## config.mk

```make
export PLATFORM = sky130hd
export DESIGN_NAME = vx_dot8_gather
export DESIGN_NICKNAME = d
export VERILOG_FILES = /design/src/rtl/vx_dot8_gather_pkg.sv /design/src/rtl/vx_dot8_gather.sv
export SDC_FILE = /design/constraint.sdc
export NUM_CORES = 1
export LEC_CHECK = 0
export BUFFER_PORTS_ARGS = -buffer_cell sky130_fd_sc_hd__buf_2
export CAP_MARGIN = 25
export CORE_MARGIN = 5
export CORE_UTILIZATION = 23
export DETAILED_ROUTE_END_ITERATION = 8
export GPL_TIMING_DRIVEN = 0
export HOLD_SLACK_MARGIN = 0.05
export PLACE_DENSITY_LB_ADDON = 0.3
export SLEW_MARGIN = 40
export SYNTH_ARGS = -nofsm -noshare
export SYNTH_HDL_FRONTEND = slang
export SYNTH_SLANG_ARGS = --single-unit
```

## constraint.sdc

```tcl
create_clock -name clk -period 12.3 [get_ports clk]
set_input_delay 0 -clock clk [delete_from_list [all_inputs] [get_ports clk]]
set_output_delay 0 -clock clk [all_outputs]
set_load 0.01 [all_outputs]
```

## src/rtl/vx_dot8_gather_pkg.sv

```systemverilog
// Shared width constants and gather FSM states for the dot8 result gather path.
package vx_dot8_gather_pkg;

   localparam int unsigned NUM_THREADS = 4;
   localparam int unsigned XLEN        = 32;
   localparam int unsigned UUID_WIDTH  = 44;
   localparam int unsigned NUM_WARPS   = 4;
   localparam int unsigned NW_WIDTH    = (NUM_WARPS > 1) ? $clog2(NUM_WARPS) : 1;
   localparam int unsigned PC_BITS     = 32;
   localparam int unsigned NUM_REGS    = 32;
   localparam int unsigned NR_BITS     = $clog2(NUM_REGS);

   typedef enum logic [1:0] {
      StIdle,
      StCollect,
      StFull
   } gather_state_e;

endpackage

```

## src/rtl/vx_dot8_gather.sv

```systemverilog
// Reassembles lane-serialized ALU result beats into one full-warp commit.
// Holds one complete warp; the sink's ready only throttles the source while full.
module vx_dot8_gather
   import vx_dot8_gather_pkg::*;
#(
   parameter string        INSTANCE_ID = "",
   parameter int unsigned  NUM_LANES   = 1,
   localparam int unsigned NUM_BEATS   = NUM_THREADS / NUM_LANES,
   localparam int unsigned PID_BITS    = $clog2(NUM_BEATS),
   localparam int unsigned PID_W       = (PID_BITS > 0) ? PID_BITS : 1
) (
   input  logic                                clk,
   input  logic                                reset,
   // serialized beats
   input  logic                                result_valid,
   output logic                                result_ready,
   input  logic [UUID_WIDTH-1:0]               result_uuid,
   input  logic [NW_WIDTH-1:0]                 result_wid,
   input  logic [NUM_LANES-1:0]                result_tmask,
   input  logic [PC_BITS-1:0]                  result_pc,
   input  logic                                result_wb,
   input  logic [NR_BITS-1:0]                  result_rd,
   input  logic [PID_W-1:0]                    result_pid,
   input  logic                                result_sop,
   input  logic                                result_eop,
   input  logic [NUM_LANES-1:0][XLEN-1:0]      result_data,
   // full-warp commit
   output logic                                commit_valid,
   input  logic                                commit_ready,
   output logic [UUID_WIDTH-1:0]               commit_uuid,
   output logic [NW_WIDTH-1:0]                 commit_wid,
   output logic [NUM_THREADS-1:0]              commit_tmask,
   output logic [PC_BITS-1:0]                  commit_pc,
   output logic                                commit_wb,
   output logic [NR_BITS-1:0]                  commit_rd,
   output logic                                commit_pid,
   output logic                                commit_sop,
   output logic                                commit_eop,
   output logic [NUM_THREADS-1:0][XLEN-1:0]    commit_data,
   output logic                                err_seq
);

   gather_state_e state_q, state_d, base_state;
   logic          valid_q;
   logic          err_q, err_d;
   logic [NUM_THREADS-1:0] tmask_q, tmask_d;
   logic [NUM_THREADS-1:0] lane_sel;
   logic          beat_fire, commit_fire, restart, accept;

   logic [NUM_THREADS-1:0][XLEN-1:0] data_q;
   logic [UUID_WIDTH-1:0]            uuid_q;
   logic [NW_WIDTH-1:0]              wid_q;
   logic [PC_BITS-1:0]               pc_q;
   logic                             wb_q;
   logic [NR_BITS-1:0]               rd_q;

   assign result_ready = (state_q != StFull) || commit_ready;
   assign beat_fire    = result_valid && result_ready;
   assign commit_fire  = valid_q && commit_ready;

   always_comb begin
      for (int t = 0; t < NUM_THREADS; t++) begin
         lane_sel[t] = (PID_BITS == 0) || (result_pid == PID_W'(t / NUM_LANES));
      end
   end

   always_comb begin
      // a beat arriving while the full warp drains is treated as if from idle
      base_state = (state_q == StFull && commit_fire) ? StIdle : state_q;
      restart    = beat_fire && result_sop;
      accept     = restart || (beat_fire && base_state == StCollect);

      err_d = err_q;
      if (beat_fire) begin
         if (base_state == StIdle && !result_sop) begin
            err_d = 1'b1;
         end
         if (base_state == StCollect && (result_sop || result_wid != wid_q)) begin
            err_d = 1'b1;
         end
      end

      state_d = state_q;
      if (accept) begin
         state_d = result_eop ? StFull : StCollect;
      end else if (commit_fire) begin
         state_d = StIdle;
      end

      tmask_d = tmask_q;
      if (accept) begin
         for (int t = 0; t < NUM_THREADS; t++) begin
            if (lane_sel[t]) begin
               tmask_d[t] = result_tmask[t % NUM_LANES];
            end else if (restart) begin
               tmask_d[t] = 1'b0;
            end
         end
      end
   end

   always_ff @(posedge clk or posedge reset) begin
      if (reset) begin
         state_q <= StIdle;
         valid_q <= 1'b0;
         err_q   <= 1'b0;
         tmask_q <= '0;
      end else begin
         state_q <= state_d;
         valid_q <= (state_d == StFull);
         err_q   <= err_d;
         tmask_q <= tmask_d;
      end
   end

   // payload bank is unreset; it is only meaningful while commit_valid is high
   always_ff @(posedge clk) begin
      if (restart) begin
         uuid_q <= result_uuid;
         wid_q  <= result_wid;
         pc_q   <= result_pc;
         wb_q   <= result_wb;
         rd_q   <= result_rd;
      end
      if (accept) begin
         for (int t = 0; t < NUM_THREADS; t++) begin
            if (lane_sel[t]) begin
               data_q[t] <= result_data[t % NUM_LANES];
            end
         end
      end
   end

   always_ff @(posedge clk) begin
      if (!reset && beat_fire) begin
         assert (int'(result_pid) < int'(NUM_BEATS))
            else $error("%s: beat pid out of range", INSTANCE_ID);
      end
   end

   assign commit_valid = valid_q;
   assign commit_uuid  = uuid_q;
   assign commit_wid   = wid_q;
   assign commit_tmask = tmask_q;
   assign commit_pc    = pc_q;
   assign commit_wb    = wb_q;
   assign commit_rd    = rd_q;
   assign commit_pid   = 1'b0;
   assign commit_sop   = 1'b1;
   assign commit_eop   = 1'b1;
   assign commit_data  = data_q;
   assign err_seq      = err_q;

endmodule
```

==> summary.txt <==
Worst-path clk slew - 0.06 ns
Yosys warnings - 0
# rows - 63
sw power - 0.401 mW
ranking of synthesized cells by area - edfxtp_1 (93%), dfrtp_1 (2.9%), buf_4 (0.33%)
P&R area growth vs syn - 66.3%
vias in the first global route - 4875
GP Congestion - 0.728
Fin Hold WS - 0.194 ns
layout cells sized above 1 - 51.3%
Remaining DRCs - 0
met3 wire length - 2230 um
Mapped Cells - 263
Yosys top cell by area - edfxtp_1
initial core utilization - 23.2%
Ports - 347
largest net degree at the start of global routing - 19
number of cells on the critical path - 7
Yosys top cell area share - 93.2%
via count - 4429
first-pass GRT wire length - 28000 um
synth cell count leaders - edfxtp_1 (212), dfrtp_1 (8), nand2_1 (5), nor2_1 (5), o21ai_0 (4)
total gr overflow - 0
drt first pass iters - 4
post-detail-place hpwl - 13700 um
final core utilization - 38.5%
crit path launch type - register
Max VDD drop - 0.000121 V
buffer count from post-CTS setup fixing - 0
drt first-iter violations - 162
final count of pins violating max slew - 0
Distinct cells, synth - 23
# setup viols final - 0
number of flops mapped to enable cells by yosys - 212
Comb power frac - 12.1%
cell family with most CP delay - buffers and inverters
Die Ht - 182 um
GRT Util Overall - 10.8%
Worst EP required - 12.50 ns
Final Hold Viols - 0
PwrDens - 156 mW/mm^2
Synth Cell Area - 0.00683 mm^2
Min-Delay Path Class - primary input to register
Final nets - 904
wire per inst - 15.9 um
register area share after synthesis - 96.2%
worst-skew pair later-pin latency - 0.51 ns
Die Width - 182 um
Hold Crit Depth - 2
CP max stage delay - 0.40 ns
CTS Buf Count - 23
max-cap viol count - 0
clk_skew - 0.0142 ns
Leak - 4.53 nW
M1 WL - 6760 um
Worst path slowest cell - dfrtp_1
TritonCTS Sinks - 220
Via-to-Cell Ratio - 3.73
initial antenna violation count - 1
status - complete, no violations
crit path kind - register to register
Most common cell on crit path - buf_2
Pint - 1.37 mW
antenna-violating nets left - 0
synthesized flop and latch total - 220
area of the die - 0.0332 mm^2
Final period util - 21.3%
Post-Route WL - 18800 um
switching part of the total - 22.6%
highest metal used - met4
TritonCTS clock tree - yes
setup TNS - 0 ns
Core Region - 0.0295 mm^2
Final min period - 2.62 ns
Crit Path Max Fanout - 7
Async SR Flop Fraction - 3.64%
met2 WL - 9370 um
clock share of power - 37.0%
ys flop type - edfxtp_1
Seq pwr share - 51.0%
H-tree depth - 1
CP arrival - 2.82 ns
CTS max path bufs - 3
CTS Root Cell - clkbuf_16
Worst Reg-to-Reg Cells - 7
worst path cell trace - nand3b_1, o21a_2, nor3_2, buf_2, buf_4, buf_2, buf_2
RSZ-0062 raised after global routing - false
crit path capture type - register
fmax - 382 MHz
Synth Area per Inst - 26.0 um^2
CP bufs+invs - 4
count leader, synth - edfxtp_1
# port buffers - 343
==> cells in the final DEF (no fill, tap or decap), types with 2 or more instances in the layout <==
master,synthesis,layout
buf_2,0,347
xor2_1,2,2
clkbuf_16,0,23
inv_1,2,2
edfxtp_1,212,212
o31ai_1,2,2
buf_16,0,5
clkinv_2,0,6
clkinvlp_4,0,3
o21ai_0,4,4
dfrtp_1,8,8
nand2b_1,3,3
buf_4,3,5
buf_8,0,6
clkinv_1,0,2
clkbuf_1,0,4
dlygate4sd3_1,0,130
nor2_4,0,4
nand2_1,5,5
conb_1,2,3
o22ai_1,3,3
bufinv_16,0,2
==> path summary, 6_finish.rpt <==
| kind | from | to | slack [ns] |
|---|---|---|---|
| setup / recovery | state_q[1] | commit_data[12] | 9.68 |
| hold / removal | result_uuid[23] | commit_uuid[23] | 0.19 |
| setup reg to reg | state_q[1] | commit_data[12] | 9.68 |
| hold reg to reg | commit_tmask[2] | commit_tmask[2] | 0.57 |
| max in group asynchronous | reset | state_q[1] | 11.51 |
| min in group asynchronous | reset | commit_tmask[0] | 0.55 |
==> worst register-to-register path: stages, from the launching register on <==
cell,delay (ns)
dfrtp_1,0.40
nand3b_1,0.30
o21a_2,0.28
nor3_2,0.37
buf_2,0.30
buf_4,0.19
buf_2,0.22
buf_2,0.25
==> layer usage <==
metal  track usage, %  up-vias
li1                 -     2081
met1             11.8     2045
met2             19.2      272
met3             4.33       31
met4             3.27        0
met5                0        -
==> state kept, by name, indices dropped and copies added, names as in the netlist <==
register,flops
state_q,2
commit_data,128
commit_rd,5
commit_tmask,4
err_seq,1
commit_pc,32
commit_wb,1
commit_valid,1
commit_wid,2
commit_uuid,44
==> area by class of cell <==
type / count / area, um^2
Buffer: 3 / 22.5
Antenna cell: 1 / 2.50
Clock inverter: 14 / 129
Tap cell: 390 / 488
Sequential cell: 220 / 6570
Clock buffer: 27 / 591
Timing Repair Buffer: 490 / 3280
Inverter: 2 / 7.51
Multi-Input combinational cell: 39 / 272
Fill cell: 2737 / 18100
==> cells by family (layout without fill, tap and decap cells) <==
kind of cell,after synthesis,in the layout,share of synthesized area (%)
AO/OA/AOI/OAI,15,15,1.61
XOR/XNOR,2,2,0.257
buffers and inverters,5,536,0.440
flip-flops,220,220,96.2
other,2,4,0.110
AND/OR/NAND/NOR,19,19,1.43
==> metrics by stage <==
step / power [mW] / instance area [um^2] / std cells / setup slack (ns)
2_1_floorplan: 0.990 / 6830 / 264 / 7.42
3_3_place_gp: 1.08 / 9040 / 997 / 5.70
3_5_place_dp: 1.10 / 9340 / 1014 / 9.67
4_1_cts: 1.80 / 11400 / 1185 / 9.66
5_1_grt: 1.86 / 11400 / 1186 / 9.53
6_report: 1.78 / 11400 / 1186 / 9.68
==> power groups by stage <==
stage	sequential (mW)	combinational, mW	clock [mW]
4_1_cts	0.905	0.217	0.681
2_1_floorplan	0.948	0.0420	0
3_3_place_gp	0.928	0.157	0
3_5_place_dp	0.920	0.179	0
6_report	0.905	0.214	0.656
5_1_grt	0.910	0.232	0.717
==> what timing repair did <==
action / in CTS / in global routing
resized for setup: 0 / 0
hold endpoints to repair: 240 / 0
hold buffers: 130 / 0
Note: power is estimated with default switching activity, not from simulation.
